[src/rtl/serial_parallel_lanes_if.sv]
// -----------------------------------------------------------------------------
// serial_parallel_lanes_if
// Handshake bundle between a narrow serial front end and a word-wide consumer.
//   serial_in_valid    beat offered by the serial source
//   serial_in_ready    deserialiser can take the beat this cycle
//   serial_in          beat data, LANE_WIDTH bits
//   parallel_out_valid assembled word available
//   parallel_out_ready consumer takes the word this cycle
//   parallel_out       assembled word, WORD_WIDTH bits
//   parallel_out_beats number of beats of real data in parallel_out
// Modports: slave  = deserialiser side (accepts beats, offers words)
//           master = environment side (offers beats, consumes words)
// -----------------------------------------------------------------------------
interface serial_parallel_lanes_if #(
    parameter int WORD_WIDTH = 8,
    parameter int LANE_WIDTH = 1,
    parameter int BEAT_CNT_W = $clog2(WORD_WIDTH / LANE_WIDTH + 1)
) ();
    logic                  serial_in_valid;
    logic                  serial_in_ready;
    logic [LANE_WIDTH-1:0] serial_in;
    logic                  parallel_out_valid;
    logic                  parallel_out_ready;
    logic [WORD_WIDTH-1:0] parallel_out;
    logic [BEAT_CNT_W-1:0] parallel_out_beats;

    modport slave (
        input  serial_in_valid,
        input  serial_in,
        input  parallel_out_ready,
        output serial_in_ready,
        output parallel_out_valid,
        output parallel_out,
        output parallel_out_beats
    );

    modport master (
        output serial_in_valid,
        output serial_in,
        output parallel_out_ready,
        input  serial_in_ready,
        input  parallel_out_valid,
        input  parallel_out,
        input  parallel_out_beats
    );
endinterface

[src/rtl/serial_parallel_lanes.sv]
// -----------------------------------------------------------------------------
// serial_parallel_lanes
// Deserialiser: collects WORD_WIDTH/LANE_WIDTH beats of LANE_WIDTH bits into
// one word, MSB- or LSB-first. A flush closes a partial word, justified as if
// zero beats had followed. One beat per cycle with no bubble at word borders.
// Ports:
//   i_clock         rising-edge clock
//   i_clear         synchronous active-high reset, overrides i_clock_enable
//   i_clock_enable  0 freezes all state and blocks both handshakes
//   i_flush         close the current partial word (level, sampled each cycle)
//   io_lanes        serial_parallel_lanes_if.slave handshake bundle
// -----------------------------------------------------------------------------
module serial_parallel_lanes #(
    parameter int WORD_WIDTH = 8,
    parameter int LANE_WIDTH = 1,
    parameter bit MSB_FIRST  = 1'b1
) (
    input  logic                    i_clock,
    input  logic                    i_clear,
    input  logic                    i_clock_enable,
    input  logic                    i_flush,
    serial_parallel_lanes_if.slave  io_lanes
);
    localparam int BEATS      = WORD_WIDTH / LANE_WIDTH;
    localparam int BEAT_CNT_W = $clog2(BEATS + 1);

    typedef enum logic {
        FILLING = 1'b0,
        FULL    = 1'b1
    } state_t;

    state_t                r_state;
    logic [WORD_WIDTH-1:0] r_word;
    logic [BEAT_CNT_W-1:0] r_count;
    logic [BEAT_CNT_W-1:0] r_beats;

    state_t                w_nxt_state;
    logic [WORD_WIDTH-1:0] w_nxt_word;
    logic [BEAT_CNT_W-1:0] w_nxt_count;
    logic [BEAT_CNT_W-1:0] w_nxt_beats;

    logic                  w_full;
    logic                  w_out_valid;
    logic                  w_in_ready;
    logic                  w_in_hs;
    logic                  w_out_hs;
    logic [WORD_WIDTH-1:0] w_lane_ext;
    logic [WORD_WIDTH-1:0] w_base_word;
    logic [BEAT_CNT_W-1:0] w_base_count;
    logic [WORD_WIDTH-1:0] w_fill_word;
    logic [BEAT_CNT_W-1:0] w_k;
    logic [31:0]           w_pad;

    assign w_full      = (r_state == FULL);
    assign w_out_valid = w_full && i_clock_enable;
    // Ready never looks at serial_in_valid, so no combinational loop with the source.
    assign w_in_ready  = i_clock_enable && (!w_full || io_lanes.parallel_out_ready);
    assign w_in_hs     = io_lanes.serial_in_valid && w_in_ready;
    assign w_out_hs    = w_out_valid && io_lanes.parallel_out_ready;

    assign io_lanes.serial_in_ready    = w_in_ready;
    assign io_lanes.parallel_out_valid = w_out_valid;
    assign io_lanes.parallel_out       = r_word;
    assign io_lanes.parallel_out_beats = r_beats;

    always_ff @(posedge i_clock) begin
        if (i_clear) begin
            r_state <= FILLING;
            r_word  <= '0;
            r_count <= '0;
            r_beats <= '0;
        end else begin
            r_state <= w_nxt_state;
            r_word  <= w_nxt_word;
            r_count <= w_nxt_count;
            r_beats <= w_nxt_beats;
        end
    end

    always_comb begin
        w_nxt_state = r_state;
        w_nxt_word  = r_word;
        w_nxt_count = r_count;
        w_nxt_beats = r_beats;

        // When a held word is consumed this cycle, the fill path restarts from
        // an empty word, so a same-cycle beat becomes beat 0 of the next word.
        w_lane_ext   = WORD_WIDTH'(io_lanes.serial_in);
        w_base_word  = w_full ? '0 : r_word;
        w_base_count = w_full ? '0 : r_count;

        if (MSB_FIRST) begin
            w_fill_word = w_in_hs ? ((w_base_word << LANE_WIDTH) | w_lane_ext) : w_base_word;
        end else begin
            w_fill_word = w_in_hs ? ((w_base_word >> LANE_WIDTH) |
                                     (w_lane_ext << (WORD_WIDTH - LANE_WIDTH)))
                                  : w_base_word;
        end

        w_k   = w_base_count + BEAT_CNT_W'(w_in_hs);
        // Lanes still missing from a flushed word; only meaningful when w_k < BEATS.
        w_pad = (BEATS - 32'(w_k)) * LANE_WIDTH;

        if (i_clock_enable && (!w_full || w_out_hs)) begin
            w_nxt_state = FILLING;
            w_nxt_word  = w_fill_word;
            w_nxt_count = w_k;
            if (w_k == BEAT_CNT_W'(BEATS)) begin
                w_nxt_state = FULL;
                w_nxt_beats = BEAT_CNT_W'(BEATS);
                w_nxt_count = '0;
            end else if (i_flush && !w_full && (w_k != '0)) begin
                // Justify the partial word as if zero beats had followed.
                w_nxt_state = FULL;
                w_nxt_beats = w_k;
                w_nxt_count = '0;
                w_nxt_word  = MSB_FIRST ? (w_fill_word << w_pad) : (w_fill_word >> w_pad);
            end
        end
    end
endmodule
[src/flat_wrapper.sv]
// flat-port wrapper written by rule: the top's interface ports become plain ports
module serial_parallel_lanes_flat 
#(
    parameter int WORD_WIDTH = 8,
    parameter int LANE_WIDTH = 1,
    parameter bit MSB_FIRST  = 1'b1
)
  (i_clock, i_clear, i_clock_enable, i_flush, io_lanes_serial_in_valid, io_lanes_serial_in, io_lanes_parallel_out_ready, io_lanes_serial_in_ready, io_lanes_parallel_out_valid, io_lanes_parallel_out, io_lanes_parallel_out_beats);
  serial_parallel_lanes_if #(.WORD_WIDTH(WORD_WIDTH), .LANE_WIDTH(LANE_WIDTH)) io_lanes_i ();
  input  logic i_clock;
  input  logic i_clear;
  input  logic i_clock_enable;
  input  logic i_flush;
  input wire logic [$bits(io_lanes_i.serial_in_valid)-1:0] io_lanes_serial_in_valid;
  input wire logic [$bits(io_lanes_i.serial_in)-1:0] io_lanes_serial_in;
  input wire logic [$bits(io_lanes_i.parallel_out_ready)-1:0] io_lanes_parallel_out_ready;
  output wire logic [$bits(io_lanes_i.serial_in_ready)-1:0] io_lanes_serial_in_ready;
  output wire logic [$bits(io_lanes_i.parallel_out_valid)-1:0] io_lanes_parallel_out_valid;
  output wire logic [$bits(io_lanes_i.parallel_out)-1:0] io_lanes_parallel_out;
  output wire logic [$bits(io_lanes_i.parallel_out_beats)-1:0] io_lanes_parallel_out_beats;
  assign io_lanes_i.serial_in_valid = io_lanes_serial_in_valid;
  assign io_lanes_i.serial_in = io_lanes_serial_in;
  assign io_lanes_i.parallel_out_ready = io_lanes_parallel_out_ready;
  assign io_lanes_serial_in_ready = io_lanes_i.serial_in_ready;
  assign io_lanes_parallel_out_valid = io_lanes_i.parallel_out_valid;
  assign io_lanes_parallel_out = io_lanes_i.parallel_out;
  assign io_lanes_parallel_out_beats = io_lanes_i.parallel_out_beats;
  serial_parallel_lanes #(.WORD_WIDTH(WORD_WIDTH), .LANE_WIDTH(LANE_WIDTH), .MSB_FIRST(MSB_FIRST)) u_core (.i_clock(i_clock), .i_clear(i_clear), .i_clock_enable(i_clock_enable), .i_flush(i_flush), .io_lanes(io_lanes_i));
endmodule
[config.mk]
export PLATFORM = sky130hd
export DESIGN_NAME = serial_parallel_lanes_flat
export DESIGN_NICKNAME = d
export VERILOG_FILES = /design/src/rtl/serial_parallel_lanes_if.sv /design/src/rtl/serial_parallel_lanes.sv /design/src/flat_wrapper.sv
export SDC_FILE = /design/constraint.sdc
export NUM_CORES = 1
export LEC_CHECK = 0
export ABC_AREA = 1
export BUFFER_PORTS_ARGS = -buffer_cell sky130_fd_sc_hd__buf_2
export CAP_MARGIN = 40
export CORE_MARGIN = 5
export CORE_UTILIZATION = 50
export CTS_BUF_LIST = sky130_fd_sc_hd__clkbuf_16
export CTS_CLUSTER_SIZE = 30
export DETAILED_ROUTE_END_ITERATION = 7
export PLACE_DENSITY_LB_ADDON = 0.25
export RECOVER_POWER = 100
export SLEW_MARGIN = 20
export SYNTH_ARGS = -nofsm -noshare
export SYNTH_HDL_FRONTEND = slang
export SYNTH_SLANG_ARGS = --single-unit
export TNS_END_PERCENT = 1
[constraint.sdc]
create_clock -name i_clock -period 8 [get_ports i_clock]
set_clock_uncertainty 0.05 [all_clocks]
set_input_delay 0.4 -clock i_clock [delete_from_list [all_inputs] [get_ports i_clock]]
set_output_delay 0.4 -clock i_clock [all_outputs]
set_load 0.02 [all_outputs]
* Word-level counts from Yosys, hierarchy flattened
Cells that the tools add are included.
** Cells by class
- Add/sub/neg operators :: 2
- Multiply operators :: 0
- Divide/modulo/power cells :: 0
- $lt $le $gt $ge :: 0
- Equality and inequality tests :: 1
- Shift operators :: 1
- Muxes and demuxes :: 11
- Bitwise operators :: 1
- Reductions and logical operators :: 13
** Operators by type and width (number)
- 8-bit two-way mux :: 4
- 8-bit by 32-bit left shift with 8-bit output :: 1
- 4-bit two-way mux :: 5
- 8-bit by 1-bit bitwise OR with 8-bit output :: 1
- 1-bit logical AND :: 7
- 4-bit by 4-bit subtractor with 5-bit output, first input constant :: 1
- 4-bit by 1-bit adder with 4-bit output :: 1
- 4-bit equality test, second input constant :: 1
- 4-bit nonzero test :: 1
- 1-bit logical OR :: 2
- 1-bit two-way mux :: 2
- 2-bit AND reduction :: 1
- 2-bit nonzero test :: 1
- 1-bit zero test :: 1
** Storage, ports and cells
- Bits in registers :: 17
- Latch bits :: 0
- Memory bits (writable) :: 0
- Bits in read-only memories :: 0
- Input port bits :: 7
- Output and inout bits :: 14
- Word-level logic and storage cells :: 33
- Memories kept :: 0

* Logic depth before layout (Yosys ltp)
Gate-level depths: netlist (run 1).
- Depth after elaboration :: 9
- Gate-level depth with buffers :: 20
- Depth with buffers taken out :: 19

* Least setup slack after synthesis (run 1)
OpenSTA, ideal clock, no wires.
- Kind :: input-to-reg
- Start :: in i_clock_enable
- End :: reg u_core.r_beats[0], in the netlist u_core.io_lanes.parallel_out_beats[0]
- Library setup time :: 0.115 ns
- Arrival :: 2.509 ns
- Required time :: 7.835 ns
- Path slack :: 5.326 ns
- Stages on the path :: 17
- Path buffers :: 4
- Path through :: buf_2 -> nand3_4 -> buf_8 -> inv_4 -> ha_1 -> buf_2 -> inv_1 -> buf_2 -> ha_1 -> nand3_4 -> inv_4 -> nor2_8 -> inv_4 -> a21oi_4 -> inv_2 -> a21oi_1 -> nor2_1
** On the way
- Longest elaborated chain between the ends :: 7
- Elaborated cells between the ends (all ways) :: 14
- Classes of those cells :: add/sub: 1; eq/ne: 1; mux: 2; reduce/logical: 10
** RTL lines
- start, declared :: RTL line flat_wrapper.sv:12 : input logic i_clock_enable;
- 1-bit logical AND :: RTL line serial_parallel_lanes.sv:57 : assign w_in_ready = i_clock_enable && (!w_full || io_lanes.parallel_out_ready);
- 1-bit logical AND :: RTL line serial_parallel_lanes.sv:58 : assign w_in_hs = io_lanes.serial_in_valid && w_in_ready;
- 4-bit by 1-bit adder with 4-bit output :: RTL line serial_parallel_lanes.sv:100 : w_k = w_base_count + BEAT_CNT_W'(w_in_hs);
- 4-bit nonzero test :: RTL line serial_parallel_lanes.sv:112 : end else if (i_flush && !w_full && (w_k != '0)) begin
- 1-bit logical AND :: RTL line serial_parallel_lanes.sv:112
- 2-bit nonzero test (no line)
- 2-bit AND reduction (no line)
- end signal, assigned :: RTL line serial_parallel_lanes.sv:76 : r_beats <= w_nxt_beats;
- end, declared :: RTL line serial_parallel_lanes.sv:35 : logic [BEAT_CNT_W-1:0] r_beats;
Several ways; a longest one is shown, not always the timed one. The select of a mux whose other input is x is not followed.
A chain may end at the register's enable or synchronous reset.

* Worst setup path in the final report (run 1)
- Start :: reg u_core.r_state
- End :: reg u_core.r_beats[1], in the netlist u_core.io_lanes.parallel_out_beats[1]
** On the way
- Longest elaborated chain between the ends :: 9
- Elaborated cells between the ends (all ways) :: 18
- Classes of those cells :: add/sub: 1; eq/ne: 1; mux: 3; reduce/logical: 13
** RTL lines
- start, declared :: RTL line serial_parallel_lanes.sv:32 : state_t r_state;
- start signal, assigned :: RTL line serial_parallel_lanes.sv:73 : r_state <= w_nxt_state;
- 1-bit zero test :: RTL line serial_parallel_lanes.sv:57, serial_parallel_lanes.sv:104, serial_parallel_lanes.sv:112
- 1-bit logical OR :: RTL line serial_parallel_lanes.sv:57
- 1-bit logical AND :: RTL line serial_parallel_lanes.sv:57
- 1-bit logical AND :: RTL line serial_parallel_lanes.sv:58
- 4-bit by 1-bit adder with 4-bit output :: RTL line serial_parallel_lanes.sv:100
- 4-bit nonzero test :: RTL line serial_parallel_lanes.sv:112
- 1-bit logical AND :: RTL line serial_parallel_lanes.sv:112
- 2-bit nonzero test (no line)
- 2-bit AND reduction (no line)
Several ways; a longest one is shown, not always the timed one. The select of a mux whose other input is x is not followed.

==> results of run 1 <==
==> worst max-delay path, stage by stage (launching register included) <==
cell and delay (ns):
sky130_fd_sc_hd__dfxtp_1 0.57, sky130_fd_sc_hd__nand2_1 0.20, sky130_fd_sc_hd__nand3_1 0.38, sky130_fd_sc_hd__clkinvlp_2 0.28, sky130_fd_sc_hd__ha_1 0.53, sky130_fd_sc_hd__inv_1 0.26
sky130_fd_sc_hd__ha_1 0.28, sky130_fd_sc_hd__nand3_1 0.28, sky130_fd_sc_hd__clkinvlp_2 0.28, sky130_fd_sc_hd__nor2_1 0.43, sky130_fd_sc_hd__clkinvlp_2 0.50, sky130_fd_sc_hd__a21oi_1 0.48
sky130_fd_sc_hd__clkinv_1 0.24, sky130_fd_sc_hd__a21oi_1 0.17, sky130_fd_sc_hd__nor2_1 0.05
==> stage by stage <==
stage	utilization	std cells	power (uW)	hold slack, ns
6_report	0.5358	281	281.8	0.4161
3_5_place_dp	0.5429	277	185.8	0.4034
5_1_grt	0.5358	281	299.2	0.4253
3_3_place_gp	0.5429	277	186.7	0.3953
2_1_floorplan	-	231	166.2	0.3953
4_1_cts	0.5704	281	289.9	0.4126
==> routing by layer <==
| metal | up-vias | share of wire | GRT usage |
|---|---|---|---|
| li1 | 800 | - | - |
| met1 | 707 | 0.47 | 0.2875 |
| met2 | 69 | 0.43 | 0.3009 |
| met3 | 12 | 0.065 | 0.02906 |
| met4 | 0 | 0.032 | 0.08808 |
| met5 | - | 0 | 0 |
==> sequential cells by signal, indices dropped and copies added, names as in the netlist <==
name / cells
u_core.io_lanes.parallel_out: 8
u_core.io_lanes.parallel_out_beats: 4
u_core.r_count: 4
u_core.r_state: 1
==> power breakdown <==
| group | switching, uW | internal [uW] |
|---|---|---|
| registers | 3.97 | 89.2 |
| clock network | 36.7 | 67.6 |
| logic | 58.9 | 25.5 |
==> cell families (layout without fill, tap and decap cells) <==
family                   count (synthesis)  in the layout  synth area share
flip-flops                              17             17            0.2213
AO/OA/AOI/OAI                           42             42            0.1701
AND/OR/NAND/NOR                        135            135            0.4801
adder cells (fa/ha/maj)                  3              3           0.02441
buffers and inverters                   34             51            0.1041
==> layout make-up <==
class	count	area, sq um	area share
Clock inverter	1	7.507	0.004666
Tap cell	33	41.29	0.02566
Multi-Input combinational cell	180	954.7	0.5933
Timing Repair Buffer	20	82.58	0.05132
Clock buffer	3	75.07	0.04666
Sequential cell	17	340.3	0.2115
Inverter	27	107.6	0.06687
==> layout by cell type (no fill, tap or decap) <==
cell	n
sky130_fd_sc_hd__nand4_1	8
sky130_fd_sc_hd__nand2_2	8
sky130_fd_sc_hd__o21ai_1	4
sky130_fd_sc_hd__inv_4	1
sky130_fd_sc_hd__nand3_2	3
sky130_fd_sc_hd__clkinvlp_4	1
sky130_fd_sc_hd__o21ai_0	4
sky130_fd_sc_hd__clkbuf_1	14
sky130_fd_sc_hd__o211ai_1	3
sky130_fd_sc_hd__nand3b_1	1
sky130_fd_sc_hd__nand2_8	1
sky130_fd_sc_hd__a31oi_1	5
sky130_fd_sc_hd__dfxtp_1	17
sky130_fd_sc_hd__nand3_1	24
sky130_fd_sc_hd__nand2_1	68
sky130_fd_sc_hd__clkbuf_16	3
sky130_fd_sc_hd__and2_1	2
sky130_fd_sc_hd__a21oi_1	22
sky130_fd_sc_hd__a21oi_2	3
sky130_fd_sc_hd__a21oi_4	1
sky130_fd_sc_hd__nand3b_4	1
sky130_fd_sc_hd__ha_1	3
sky130_fd_sc_hd__nand2_4	3
sky130_fd_sc_hd__nor2_4	1
sky130_fd_sc_hd__clkinvlp_2	3
sky130_fd_sc_hd__nor2_1	14
sky130_fd_sc_hd__inv_1	20
sky130_fd_sc_hd__and2_2	1
sky130_fd_sc_hd__clkinv_1	1
sky130_fd_sc_hd__buf_2	6
sky130_fd_sc_hd__inv_2	2
==> synthesized netlist by cell type, drive strengths merged <==
master	instances
a21oi	26
a31oi	5
and2	3
buf	5
clkbuf	2
dfxtp	17
ha	3
inv	27
nand2	80
nand3	27
nand3b	2
nand4	8
nor2	15
o211ai	3
o21ai	8
==> final timing paths <==
kind	cells past startpoint	to	slack, ns	from
hold reg to reg	2	u_core.r_count[1]$_SDFFE_PP0P_	0.42	u_core.r_count[1]$_SDFFE_PP0P_
setup reg to reg	14	u_core.io_lanes.parallel_out_beats[1]$_SDFFE_PP0P_	2.91	u_core.r_state$_SDFFE_PP0P_
hold / removal	2	u_core.r_count[1]$_SDFFE_PP0P_	0.42	u_core.r_count[1]$_SDFFE_PP0P_
setup / recovery	14	u_core.io_lanes.parallel_out_beats[1]$_SDFFE_PP0P_	2.91	u_core.r_state$_SDFFE_PP0P_
==> impl_metrics.xml, run 1 <==
<?xml version="1.0" encoding="UTF-8"?>
<metrics>
  <group name="placement">
    <metric name="detailedPlace.worstSlack" unit="ns">4.879</metric>
    <metric name="routabilityCongestion" unit="">0.9974</metric>
    <metric name="portBuffers" unit="">20</metric>
    <metric name="place.detailed.hpwl" unit="um">3158</metric>
    <metric name="placed_cell_area" unit="sq um">1630</metric>
  </group>
  <group name="cts">
    <metric name="tritoncts_clock_tree" unit="">done</metric>
    <metric name="post_cts_resized" unit="">0</metric>
    <metric name="cts_hold_buf" unit="">0</metric>
    <metric name="cts.htree.levels" unit="">1</metric>
    <metric name="cts_buffers" unit="">3</metric>
    <metric name="postCtsSetupBuffers" unit="">0</metric>
    <metric name="clk_root_buffer_cell" unit="">sky130_fd_sc_hd__clkbuf_16</metric>
    <metric name="cts_buffer_depth" unit="">2</metric>
    <metric name="clkSinkCount" unit="">17</metric>
    <metric name="clk_latency" unit="ns">0.25</metric>
    <metric name="clk_slew_on_worst_s_h_paths" unit="ns">0.05</metric>
  </group>
  <group name="detailed_routing">
    <metric name="vias_per_cell" unit="">5.651</metric>
    <metric name="initialDrtViolationCount" unit="">149</metric>
    <metric name="drt_drc_violations_left" unit="">0</metric>
    <metric name="count_of_vias_placed_by_the_detailed_router" unit="">1588</metric>
    <metric name="drtAntennaViolNets" unit="">0</metric>
    <metric name="drt-pass1-iter-count" unit="">5</metric>
    <metric name="finalWirelength" unit="um">4035</metric>
    <metric name="wire_per_inst" unit="um">14.36</metric>
  </group>
  <group name="power_and_ir_drop">
    <metric name="power.ir.vdd_worst" unit="V">0.0001203</metric>
    <metric name="power.density" unit="nW/um^2">175.1</metric>
    <metric name="leakage_power_of_the_design" unit="uW">0.0006956</metric>
  </group>
  <group name="global_routing">
    <metric name="grt_pass1_vias" unit="">1410</metric>
    <metric name="global_route_congestion_overflow_total" unit="">0</metric>
    <metric name="gr-usage-all-layers" unit="">0.2022</metric>
    <metric name="antenna_violations_before_repair" unit="">0</metric>
    <metric name="grt_first_pass_wirelength" unit="um">6734</metric>
    <metric name="grt_start_max_net_pins" unit="">20</metric>
  </group>
  <group name="synth">
    <metric name="post-synth-top-area-cell" unit="">sky130_fd_sc_hd__dfxtp_1</metric>
    <metric name="syn_nets" unit="">241</metric>
    <metric name="ys_seq_elements" unit="">17</metric>
    <metric name="syn_area_per_cell" unit="sq um">6.657</metric>
    <metric name="yosysSeqAreaShare" unit="">0.2213</metric>
    <metric name="synth-warning-count" unit="">0</metric>
    <metric name="syn_area" unit="sq um">1538</metric>
    <metric name="synthDominantCellAreaShare" unit="">0.2213</metric>
    <metric name="synth_cells" unit="">231</metric>
    <metric name="synth_top_cells_by_area" unit="">sky130_fd_sc_hd__dfxtp_1, sky130_fd_sc_hd__nand2_1, sky130_fd_sc_hd__nand3_1</metric>
    <metric name="yosys.cell_types.count" unit="">32</metric>
  </group>
  <group name="timing">
    <metric name="drv_slew" unit="">0</metric>
    <metric name="finalSetupViolations" unit="">0</metric>
    <metric name="max_freq" unit="GHz">0.1963</metric>
    <metric name="hold_viol" unit="">0</metric>
    <metric name="maxSlewHeadroom" unit="">0.5763</metric>
    <metric name="rsz0062_at_grt" unit="">false</metric>
    <metric name="timing_worst_slew_pin_value" unit="ns">0.6340</metric>
    <metric name="layout_min_cycle_time" unit="ns">5.093</metric>
    <metric name="final.setup.tns" unit="ns">0</metric>
    <metric name="finalWorstSetupSlack" unit="ns">2.907</metric>
    <metric name="min_period_over_period" unit="">0.6367</metric>
  </group>
  <group name="cells_and_area">
    <metric name="fin_area" unit="sq um">1609</metric>
    <metric name="number_of_fill_cells" unit="">308</metric>
    <metric name="design.final.nets" unit="">259</metric>
    <metric name="num_antenna_cells" unit="">0</metric>
    <metric name="final_layout_size_suffix_gt1_frac" unit="">0.1532</metric>
    <metric name="syn2layout_area_growth" unit="%">4.638</metric>
  </group>
  <group name="floorplanning">
    <metric name="floorplan.die.width" unit="um">65.46</metric>
    <metric name="initial_utilization" unit="">0.5121</metric>
    <metric name="die_area" unit="sq um">4284</metric>
    <metric name="placement_rows" unit="">20</metric>
    <metric name="die-height" unit="um">65.46</metric>
    <metric name="io_pins" unit="">21</metric>
    <metric name="placeableCoreArea" unit="sq um">3003</metric>
  </group>
  <group name="setup_path">
    <metric name="critical_path.endpoint_type" unit="">flop</metric>
    <metric name="worst_setup_path_start_kind" unit="">flop</metric>
    <metric name="cp_data_arrival_time" unit="ns">5.19</metric>
    <metric name="cp_data_required_time" unit="ns">8.10</metric>
    <metric name="crit_type" unit="">reg -&gt; reg</metric>
    <metric name="worst-path-max-fanout" unit="">11</metric>
  </group>
  <group name="worst_hold_path">
    <metric name="worst_hold_check_path_type" unit="">reg -&gt; reg</metric>
  </group>
  <group name="flow_run">
    <metric name="cap_viol_max_count" unit="">0</metric>
  </group>
  <group name="status">
    <metric name="run_status" unit="">complete, no violations</metric>
  </group>
</metrics>
Note: power is estimated with default switching activity, not from simulation.
==> run 2: changes to the inputs <==
--- a/config.mk
+++ b/config.mk
@@ -5,7 +5,7 @@
 export SDC_FILE = /design/constraint.sdc
 export NUM_CORES = 1
 export LEC_CHECK = 0
-export ABC_AREA = 1
+export ABC_AREA = 0
 export BUFFER_PORTS_ARGS = -buffer_cell sky130_fd_sc_hd__buf_2
 export CAP_MARGIN = 40
 export CORE_MARGIN = 5
==> constraint.sdc (replaced) <==
create_clock -name i_clock -period 4.5 [get_ports i_clock]
set_clock_uncertainty 0.05 [all_clocks]
set_input_delay 0.225 -clock i_clock [delete_from_list [all_inputs] [get_ports i_clock]]
set_output_delay 0.225 -clock i_clock [all_outputs]
set_load 0.02 [all_outputs]
==> impl_metrics.xml, run 2 <==
<?xml version="1.0" encoding="UTF-8"?>
<metrics>
  <group name="setup_path">
    <metric name="critical_path.endpoint_type" unit="">flop</metric>
    <metric name="cp_data_required_time" unit="ns">4.58</metric>
    <metric name="crit_type" unit="">reg -&gt; reg</metric>
    <metric name="worst-path-max-fanout" unit="">18</metric>
    <metric name="r2r_setup_slack" unit="ns">0.94</metric>
    <metric name="cp_data_arrival_time" unit="ns">3.63</metric>
    <metric name="worst_setup_path_start_kind" unit="">flop</metric>
  </group>
  <group name="synth">
    <metric name="syn_area_per_cell" unit="sq um">8.167</metric>
    <metric name="syn_nets" unit="">194</metric>
    <metric name="yosysSeqAreaShare" unit="">0.2265</metric>
    <metric name="synth_cells" unit="">184</metric>
    <metric name="yosys.cell_types.count" unit="">56</metric>
    <metric name="ys_seq_elements" unit="">17</metric>
    <metric name="syn_area" unit="sq um">1503</metric>
    <metric name="synth-warning-count" unit="">0</metric>
    <metric name="synth_most_common_cell" unit="">sky130_fd_sc_hd__nor2_1</metric>
    <metric name="synth_async_sr_flop_share" unit="">0</metric>
    <metric name="synth_top_cells_by_area" unit="">sky130_fd_sc_hd__dfxtp_1, sky130_fd_sc_hd__clkbuf_8, sky130_fd_sc_hd__nor2_1</metric>
    <metric name="count_of_flip_flops_with_a_built_in_enable_after_synthesis" unit="">0</metric>
    <metric name="synthDominantCellAreaShare" unit="">0.2265</metric>
    <metric name="synth_ff_type" unit="">sky130_fd_sc_hd__dfxtp_1</metric>
    <metric name="post-synth-top-area-cell" unit="">sky130_fd_sc_hd__dfxtp_1</metric>
    <metric name="synth_common_cells" unit="">sky130_fd_sc_hd__nor2_1, sky130_fd_sc_hd__dfxtp_1, sky130_fd_sc_hd__nand2_1</metric>
  </group>
  <group name="floorplanning">
    <metric name="initial_utilization" unit="">0.5312</metric>
    <metric name="die_area" unit="sq um">4202</metric>
    <metric name="io_pins" unit="">21</metric>
    <metric name="placement_rows" unit="">19</metric>
    <metric name="die-height" unit="um">64.82</metric>
    <metric name="floorplan.die.width" unit="um">64.82</metric>
    <metric name="placeableCoreArea" unit="sq um">2829</metric>
  </group>
  <group name="placement">
    <metric name="portBuffers" unit="">20</metric>
    <metric name="place.detailed.hpwl" unit="um">2927</metric>
    <metric name="dp_cells" unit="">226</metric>
    <metric name="routabilityCongestion" unit="">0.9237</metric>
  </group>
  <group name="global_routing">
    <metric name="global_routing_met2_resource_utilization" unit="">0.3206</metric>
    <metric name="grt_first_pass_wirelength" unit="um">6396</metric>
    <metric name="global_route_congestion_overflow_total" unit="">0</metric>
    <metric name="use_met1" unit="">0.2487</metric>
    <metric name="grt_pass1_vias" unit="">1356</metric>
    <metric name="grt_start_max_net_pins" unit="">19</metric>
    <metric name="antenna_violations_before_repair" unit="">0</metric>
    <metric name="top_usage_layer" unit="">met2</metric>
    <metric name="gr-usage-all-layers" unit="">0.1949</metric>
    <metric name="grt_use_met3" unit="">0.03109</metric>
  </group>
  <group name="timing">
    <metric name="timing_worst_slew_pin_value" unit="ns">0.8355</metric>
    <metric name="finalSetupViolations" unit="">0</metric>
    <metric name="rsz0062_at_grt" unit="">false</metric>
    <metric name="final.setup.tns" unit="ns">0</metric>
    <metric name="drv_slew" unit="">0</metric>
    <metric name="max_freq" unit="GHz">0.2811</metric>
    <metric name="min_period_over_period" unit="">0.7906</metric>
    <metric name="layout_min_cycle_time" unit="ns">3.558</metric>
    <metric name="hold_viol" unit="">0</metric>
    <metric name="maxSlewHeadroom" unit="">0.4430</metric>
  </group>
  <group name="detailed_routing">
    <metric name="drt_drc_violations_left" unit="">0</metric>
    <metric name="vias_per_cell" unit="">6.261</metric>
    <metric name="count_of_vias_placed_by_the_detailed_router" unit="">1440</metric>
    <metric name="drtAntennaViolNets" unit="">0</metric>
    <metric name="drt-pass1-iter-count" unit="">4</metric>
    <metric name="wire_per_inst" unit="um">17.16</metric>
    <metric name="finalWirelength" unit="um">3947</metric>
    <metric name="initialDrtViolationCount" unit="">187</metric>
  </group>
  <group name="cells_and_area">
    <metric name="final_layout_size_suffix_gt1_frac" unit="">0.1407</metric>
    <metric name="design.final.nets" unit="">210</metric>
    <metric name="layout_commonest_cell" unit="">sky130_fd_sc_hd__nor2_1</metric>
    <metric name="final_util" unit="">0.5657</metric>
    <metric name="number_of_fill_cells" unit="">274</metric>
    <metric name="syn2layout_area_growth" unit="%">6.494</metric>
    <metric name="layout.cells.most_common_list" unit="">sky130_fd_sc_hd__nor2_1, sky130_fd_sc_hd__dfxtp_1, sky130_fd_sc_hd__nand2_1, sky130_fd_sc_hd__clkbuf_1, sky130_fd_sc_hd__a21oi_1</metric>
    <metric name="largest_reg_flops" unit="">8</metric>
    <metric name="finalNonFillerCells" unit="">230</metric>
    <metric name="num_antenna_cells" unit="">0</metric>
  </group>
  <group name="power_and_ir_drop">
    <metric name="power.ir.vdd_worst" unit="V">0.0001703</metric>
    <metric name="power.density" unit="nW/um^2">307.8</metric>
    <metric name="total_power" unit="uW">492.6</metric>
    <metric name="leakage_power_of_the_design" unit="uW">0.0006266</metric>
  </group>
  <group name="cts">
    <metric name="cts_buffer_depth" unit="">2</metric>
    <metric name="clk_root_buffer_cell" unit="">sky130_fd_sc_hd__clkbuf_16</metric>
    <metric name="cts_buffers" unit="">3</metric>
    <metric name="clkSinkCount" unit="">17</metric>
    <metric name="postCtsSetupBuffers" unit="">0</metric>
    <metric name="clk_slew_on_worst_s_h_paths" unit="ns">0.05</metric>
    <metric name="clk_latency" unit="ns">0.25</metric>
    <metric name="cts.htree.levels" unit="">1</metric>
    <metric name="post_cts_resized" unit="">0</metric>
    <metric name="tritoncts_clock_tree" unit="">done</metric>
    <metric name="cts_hold_buf" unit="">0</metric>
  </group>
  <group name="worst_hold_path">
    <metric name="worst_hold_check_path_type" unit="">in -&gt; reg</metric>
  </group>
  <group name="flow_run">
    <metric name="cap_viol_max_count" unit="">0</metric>
  </group>
  <group name="status">
    <metric name="run_status" unit="">complete, no violations</metric>
  </group>
</metrics>
==> run 2: cell families (layout without fill, tap and decap cells) <==
group | Yosys count | after routing | share of synthesized area
multiplexers | 8 | 8 | 0.05828
XOR/XNOR | 5 | 5 | 0.05163
adder cells (fa/ha/maj) | 3 | 3 | 0.02498
flip-flops | 17 | 17 | 0.2265
AO/OA/AOI/OAI | 60 | 60 | 0.3006
buffers and inverters | 19 | 34 | 0.09826
AND/OR/NAND/NOR | 72 | 72 | 0.2398
==> run 2: path summary, 6_finish.rpt <==
kind / start / end / cells past startpoint
setup / recovery: u_core.r_state$_SDFFE_PP0P_ / u_core.io_lanes.parallel_out_beats[1]$_SDFFE_PP0P_ / 10
hold / removal: io_lanes_parallel_out_ready / u_core.r_state$_SDFFE_PP0P_ / 4
setup reg to reg: u_core.r_state$_SDFFE_PP0P_ / u_core.io_lanes.parallel_out_beats[1]$_SDFFE_PP0P_ / 10
hold reg to reg: u_core.io_lanes.parallel_out_beats[0]$_SDFFE_PP0P_ / u_core.io_lanes.parallel_out_beats[0]$_SDFFE_PP0P_ / 2
==> run 2: routing by layer <==
metal | up-vias | routed length, um | share of wire
li1 | 709 | - | -
met1 | 682 | 1812 | 0.46
met2 | 41 | 1863 | 0.47
met3 | 8 | 201 | 0.051
met4 | 0 | 70 | 0.018
met5 | - | 0 | 0
==> run 2: report_power, final <==
| group | switching [uW] | internal (uW) | total, uW | leakage [uW] |
|---|---|---|---|---|
| logic | 89.9 | 57.7 | 148 | 0.000447 |
| registers | 9.61 | 157 | 167 | 0.000138 |
| clock network | 59.3 | 119 | 178 | 0.0000409 |
| total | 159 | 334 | 493 | 0.000627 |
==> run 2: metrics by stage <==
step           instance area, sq um  worst slack (ns)  hold slack (ns)
4_1_cts                        1623             1.222           0.2686
2_1_floorplan                  1503             1.394           0.3642
3_3_place_gp                   1543             1.328           0.4252
6_report                       1600            0.9421           0.2692
5_1_grt                        1600            0.6542           0.2896
3_5_place_dp                   1543             1.257           0.4364
==> run 2: worst max-delay path: stages (launching register included) <==
cell and delay (ns):
sky130_fd_sc_hd__dfxtp_1 0.32, sky130_fd_sc_hd__clkbuf_1 0.64, sky130_fd_sc_hd__nor2b_1 0.13, sky130_fd_sc_hd__ha_1 0.55, sky130_fd_sc_hd__inv_1 0.16, sky130_fd_sc_hd__ha_1 0.37
sky130_fd_sc_hd__nand2_1 0.11, sky130_fd_sc_hd__nand2_1 0.17, sky130_fd_sc_hd__a21oi_1 0.61, sky130_fd_sc_hd__mux2i_1 0.26, sky130_fd_sc_hd__nor2_1 0.06
==> run 2: cell type report <==
class / count / area [sq um] / share of cell area
multi-input cells: 148 / 1015 / 0.6341
flip-flops and latches: 17 / 340.3 / 0.2127
repair buffers: 23 / 100.1 / 0.06255
clock buffers: 3 / 75.07 / 0.04691
well taps: 31 / 38.79 / 0.02424
inverters: 7 / 26.28 / 0.01642
clock inverters: 1 / 5.005 / 0.003127
==> run 3: changes to the inputs <==
==> constraint.sdc (replaced) <==
create_clock -name i_clock -period 3.6 [get_ports i_clock]
set_clock_uncertainty 0.05 [all_clocks]
set_input_delay 0.18 -clock i_clock [delete_from_list [all_inputs] [get_ports i_clock]]
set_output_delay 0.18 -clock i_clock [all_outputs]
set_load 0.02 [all_outputs]
==> impl_metrics.xml, run 3 (synthesized netlist as in run 2, its figures left out) <==
<?xml version="1.0" encoding="UTF-8"?>
<metrics>
  <group name="status">
    <metric name="run_status" unit="">complete, no violations</metric>
  </group>
  <group name="cells_and_area">
    <metric name="layout_commonest_cell" unit="">sky130_fd_sc_hd__nor2_1</metric>
    <metric name="layout.cells.most_common_list" unit="">sky130_fd_sc_hd__nor2_1, sky130_fd_sc_hd__dfxtp_1, sky130_fd_sc_hd__nand2_1, sky130_fd_sc_hd__clkbuf_1, sky130_fd_sc_hd__a21oi_1</metric>
    <metric name="sequential_cell_area" unit="sq um">340.3</metric>
    <metric name="design.final.nets" unit="">212</metric>
    <metric name="num_antenna_cells" unit="">0</metric>
    <metric name="number_of_fill_cells" unit="">271</metric>
    <metric name="final_layout_size_suffix_gt1_frac" unit="">0.1542</metric>
    <metric name="syn2layout_area_growth" unit="%">7.743</metric>
    <metric name="largest_reg_flops" unit="">8</metric>
    <metric name="multiInputGateArea" unit="sq um">1015</metric>
    <metric name="fin_area" unit="sq um">1619</metric>
  </group>
  <group name="timing">
    <metric name="finalSetupViolations" unit="">0</metric>
    <metric name="maxSlewHeadroom" unit="">0.5603</metric>
    <metric name="timing_worst_slew_pin_value" unit="ns">0.6596</metric>
    <metric name="drv_slew" unit="">0</metric>
    <metric name="hold_viol" unit="">0</metric>
    <metric name="final.setup.tns" unit="ns">0</metric>
    <metric name="max_freq" unit="GHz">0.3009</metric>
    <metric name="finalWorstSetupSlack" unit="ns">0.2762</metric>
    <metric name="rsz0062_at_grt" unit="">false</metric>
    <metric name="min_period_over_period" unit="">0.9233</metric>
    <metric name="layout_min_cycle_time" unit="ns">3.324</metric>
  </group>
  <group name="cts">
    <metric name="tritoncts_clock_tree" unit="">done</metric>
    <metric name="clk_root_buffer_cell" unit="">sky130_fd_sc_hd__clkbuf_16</metric>
    <metric name="cts_buffers" unit="">3</metric>
    <metric name="cts_buffer_depth" unit="">2</metric>
    <metric name="clk_slew_on_worst_s_h_paths" unit="ns">0.05</metric>
    <metric name="clk_latency" unit="ns">0.25</metric>
    <metric name="cts.htree.levels" unit="">1</metric>
    <metric name="clkSinkCount" unit="">17</metric>
    <metric name="cts_hold_buf" unit="">0</metric>
    <metric name="postCtsSetupBuffers" unit="">0</metric>
    <metric name="post_cts_resized" unit="">0</metric>
  </group>
  <group name="detailed_routing">
    <metric name="drt-pass1-iter-count" unit="">4</metric>
    <metric name="drt_drc_violations_left" unit="">0</metric>
    <metric name="count_of_vias_placed_by_the_detailed_router" unit="">1496</metric>
    <metric name="vias_per_cell" unit="">6.448</metric>
    <metric name="finalWirelength" unit="um">4175</metric>
    <metric name="wire_per_inst" unit="um">18.00</metric>
    <metric name="drtAntennaViolNets" unit="">0</metric>
    <metric name="initialDrtViolationCount" unit="">144</metric>
  </group>
  <group name="floorplanning">
    <metric name="io_pins" unit="">21</metric>
    <metric name="die_area" unit="sq um">4202</metric>
    <metric name="placeableCoreArea" unit="sq um">2829</metric>
    <metric name="floorplan.die.width" unit="um">64.82</metric>
    <metric name="die-height" unit="um">64.82</metric>
    <metric name="initial_utilization" unit="">0.5312</metric>
    <metric name="placement_rows" unit="">19</metric>
  </group>
  <group name="placement">
    <metric name="detailedPlace.worstSlack" unit="ns">0.4255</metric>
    <metric name="portBuffers" unit="">20</metric>
    <metric name="routabilityCongestion" unit="">0.9882</metric>
    <metric name="placed_cell_area" unit="sq um">1558</metric>
    <metric name="place.detailed.hpwl" unit="um">3085</metric>
  </group>
  <group name="setup_path">
    <metric name="worst_setup_path_start_kind" unit="">flop</metric>
    <metric name="cp_data_arrival_time" unit="ns">3.38</metric>
    <metric name="r2r_setup_slack" unit="ns">0.28</metric>
    <metric name="critPathSlowestCell" unit="">sky130_fd_sc_hd__a2111oi_0</metric>
    <metric name="crit_path_max_incr_delay" unit="ns">0.45</metric>
    <metric name="r2r-start" unit="">u_core.r_state$_SDFFE_PP0P_</metric>
    <metric name="timing.reg2reg.worst_path_depth" unit="">13</metric>
    <metric name="startpoint" unit="">u_core.r_state$_SDFFE_PP0P_</metric>
    <metric name="cp_data_required_time" unit="ns">3.66</metric>
    <metric name="crit_chain" unit="">inv_1 -&gt; o21ai_0 -&gt; inv_1 -&gt; and2_0 -&gt; ha_1 -&gt; ha_1 -&gt; inv_1 -&gt; ha_1 -&gt; a21boi_0 -&gt; nor2_1 -&gt; a21oi_1 -&gt; o221a_1 -&gt; a2111oi_0</metric>
    <metric name="setup.worst_path.end" unit="">u_core.io_lanes.parallel_out[5]$_SDFFE_PP0P_</metric>
    <metric name="reg2reg_to" unit="">u_core.io_lanes.parallel_out[5]$_SDFFE_PP0P_</metric>
    <metric name="crit_type" unit="">reg -&gt; reg</metric>
    <metric name="worst-path-max-fanout" unit="">6</metric>
    <metric name="critical_path.endpoint_type" unit="">flop</metric>
  </group>
  <group name="power_and_ir_drop">
    <metric name="leakage_power_of_the_design" unit="uW">0.0006397</metric>
    <metric name="power.ir.vdd_worst" unit="V">0.0003478</metric>
    <metric name="total_power" unit="uW">628.2</metric>
    <metric name="power.density" unit="nW/um^2">388.0</metric>
  </group>
  <group name="global_routing">
    <metric name="gr-usage-all-layers" unit="">0.2145</metric>
    <metric name="grt_pass1_vias" unit="">1475</metric>
    <metric name="grt_start_max_net_pins" unit="">19</metric>
    <metric name="grt_first_pass_wirelength" unit="um">7182</metric>
    <metric name="antenna_violations_before_repair" unit="">0</metric>
    <metric name="global_route_congestion_overflow_total" unit="">0</metric>
  </group>
  <group name="worst_hold_path">
    <metric name="worst_hold_check_path_type" unit="">in -&gt; reg</metric>
    <metric name="timing.hold.worst.start" unit="">io_lanes_parallel_out_ready</metric>
  </group>
  <group name="flow_run">
    <metric name="cap_viol_max_count" unit="">0</metric>
  </group>
</metrics>
==> run 3: changes by cell type in the layout (fill, tap and decap cells not counted) <==
cell and delta:
sky130_fd_sc_hd__and2_1 -1, sky130_fd_sc_hd__and2_0 +1, sky130_fd_sc_hd__buf_4 +3, sky130_fd_sc_hd__clkbuf_1 -1
==> run 3: critical path, delay by kind of cell (launching register included) <==
kind,cells,cell delay [ns]
flops,1,0.32
compound gates,5,1.14
fa+ha+maj,3,0.82
buf+inv,3,0.24
simple gates,2,0.59
==> run 3: layer usage <==
layer | track usage | wire length (um)
met5 | 0 | 0
met4 | 0.07652 | 97
met3 | 0.05699 | 346
met2 | 0.3410 | 1848
met1 | 0.2795 | 1882
==> run 3: worst min-delay path by stage <==
stage                                                         end  slack, ns  cells after the start
6_report                              u_core.r_state$_SDFFE_PP0P_       0.22                      4
5_1_grt                               u_core.r_state$_SDFFE_PP0P_       0.26                      4
4_1_cts                               u_core.r_state$_SDFFE_PP0P_       0.22                      4
3_5_place_dp   u_core.io_lanes.parallel_out_beats[0]$_SDFFE_PP0P_       0.43                      2
3_3_place_gp   u_core.io_lanes.parallel_out_beats[1]$_SDFFE_PP0P_       0.42                      2
2_1_floorplan                         u_core.r_state$_SDFFE_PP0P_       0.32                      3
==> run 3: area by class of cell <==
type                       count  area share
multi-input combinational    148      0.6267
sequential                    17      0.2102
timing repair buffer          25     0.07342
clock buffer                   3     0.04637
tap                           31     0.02396
inverter                       7     0.01623
clock inverter                 1    0.003091
==> run 3: power by group <==
part	switching (uW)	internal [uW]	total (uW)
Combinational	116	75.2	191
Sequential	12.2	196	208
Clock	79.9	149	229
==> run 3: stage by stage <==
step,hold WS (ns),std cells,util
2_1_floorplan,0.3192,184,-
3_3_place_gp,0.4220,228,0.5506
3_5_place_dp,0.4338,228,0.5506
4_1_cts,0.2245,232,0.5789
5_1_grt,0.2594,232,0.5723
6_report,0.2235,232,0.5723
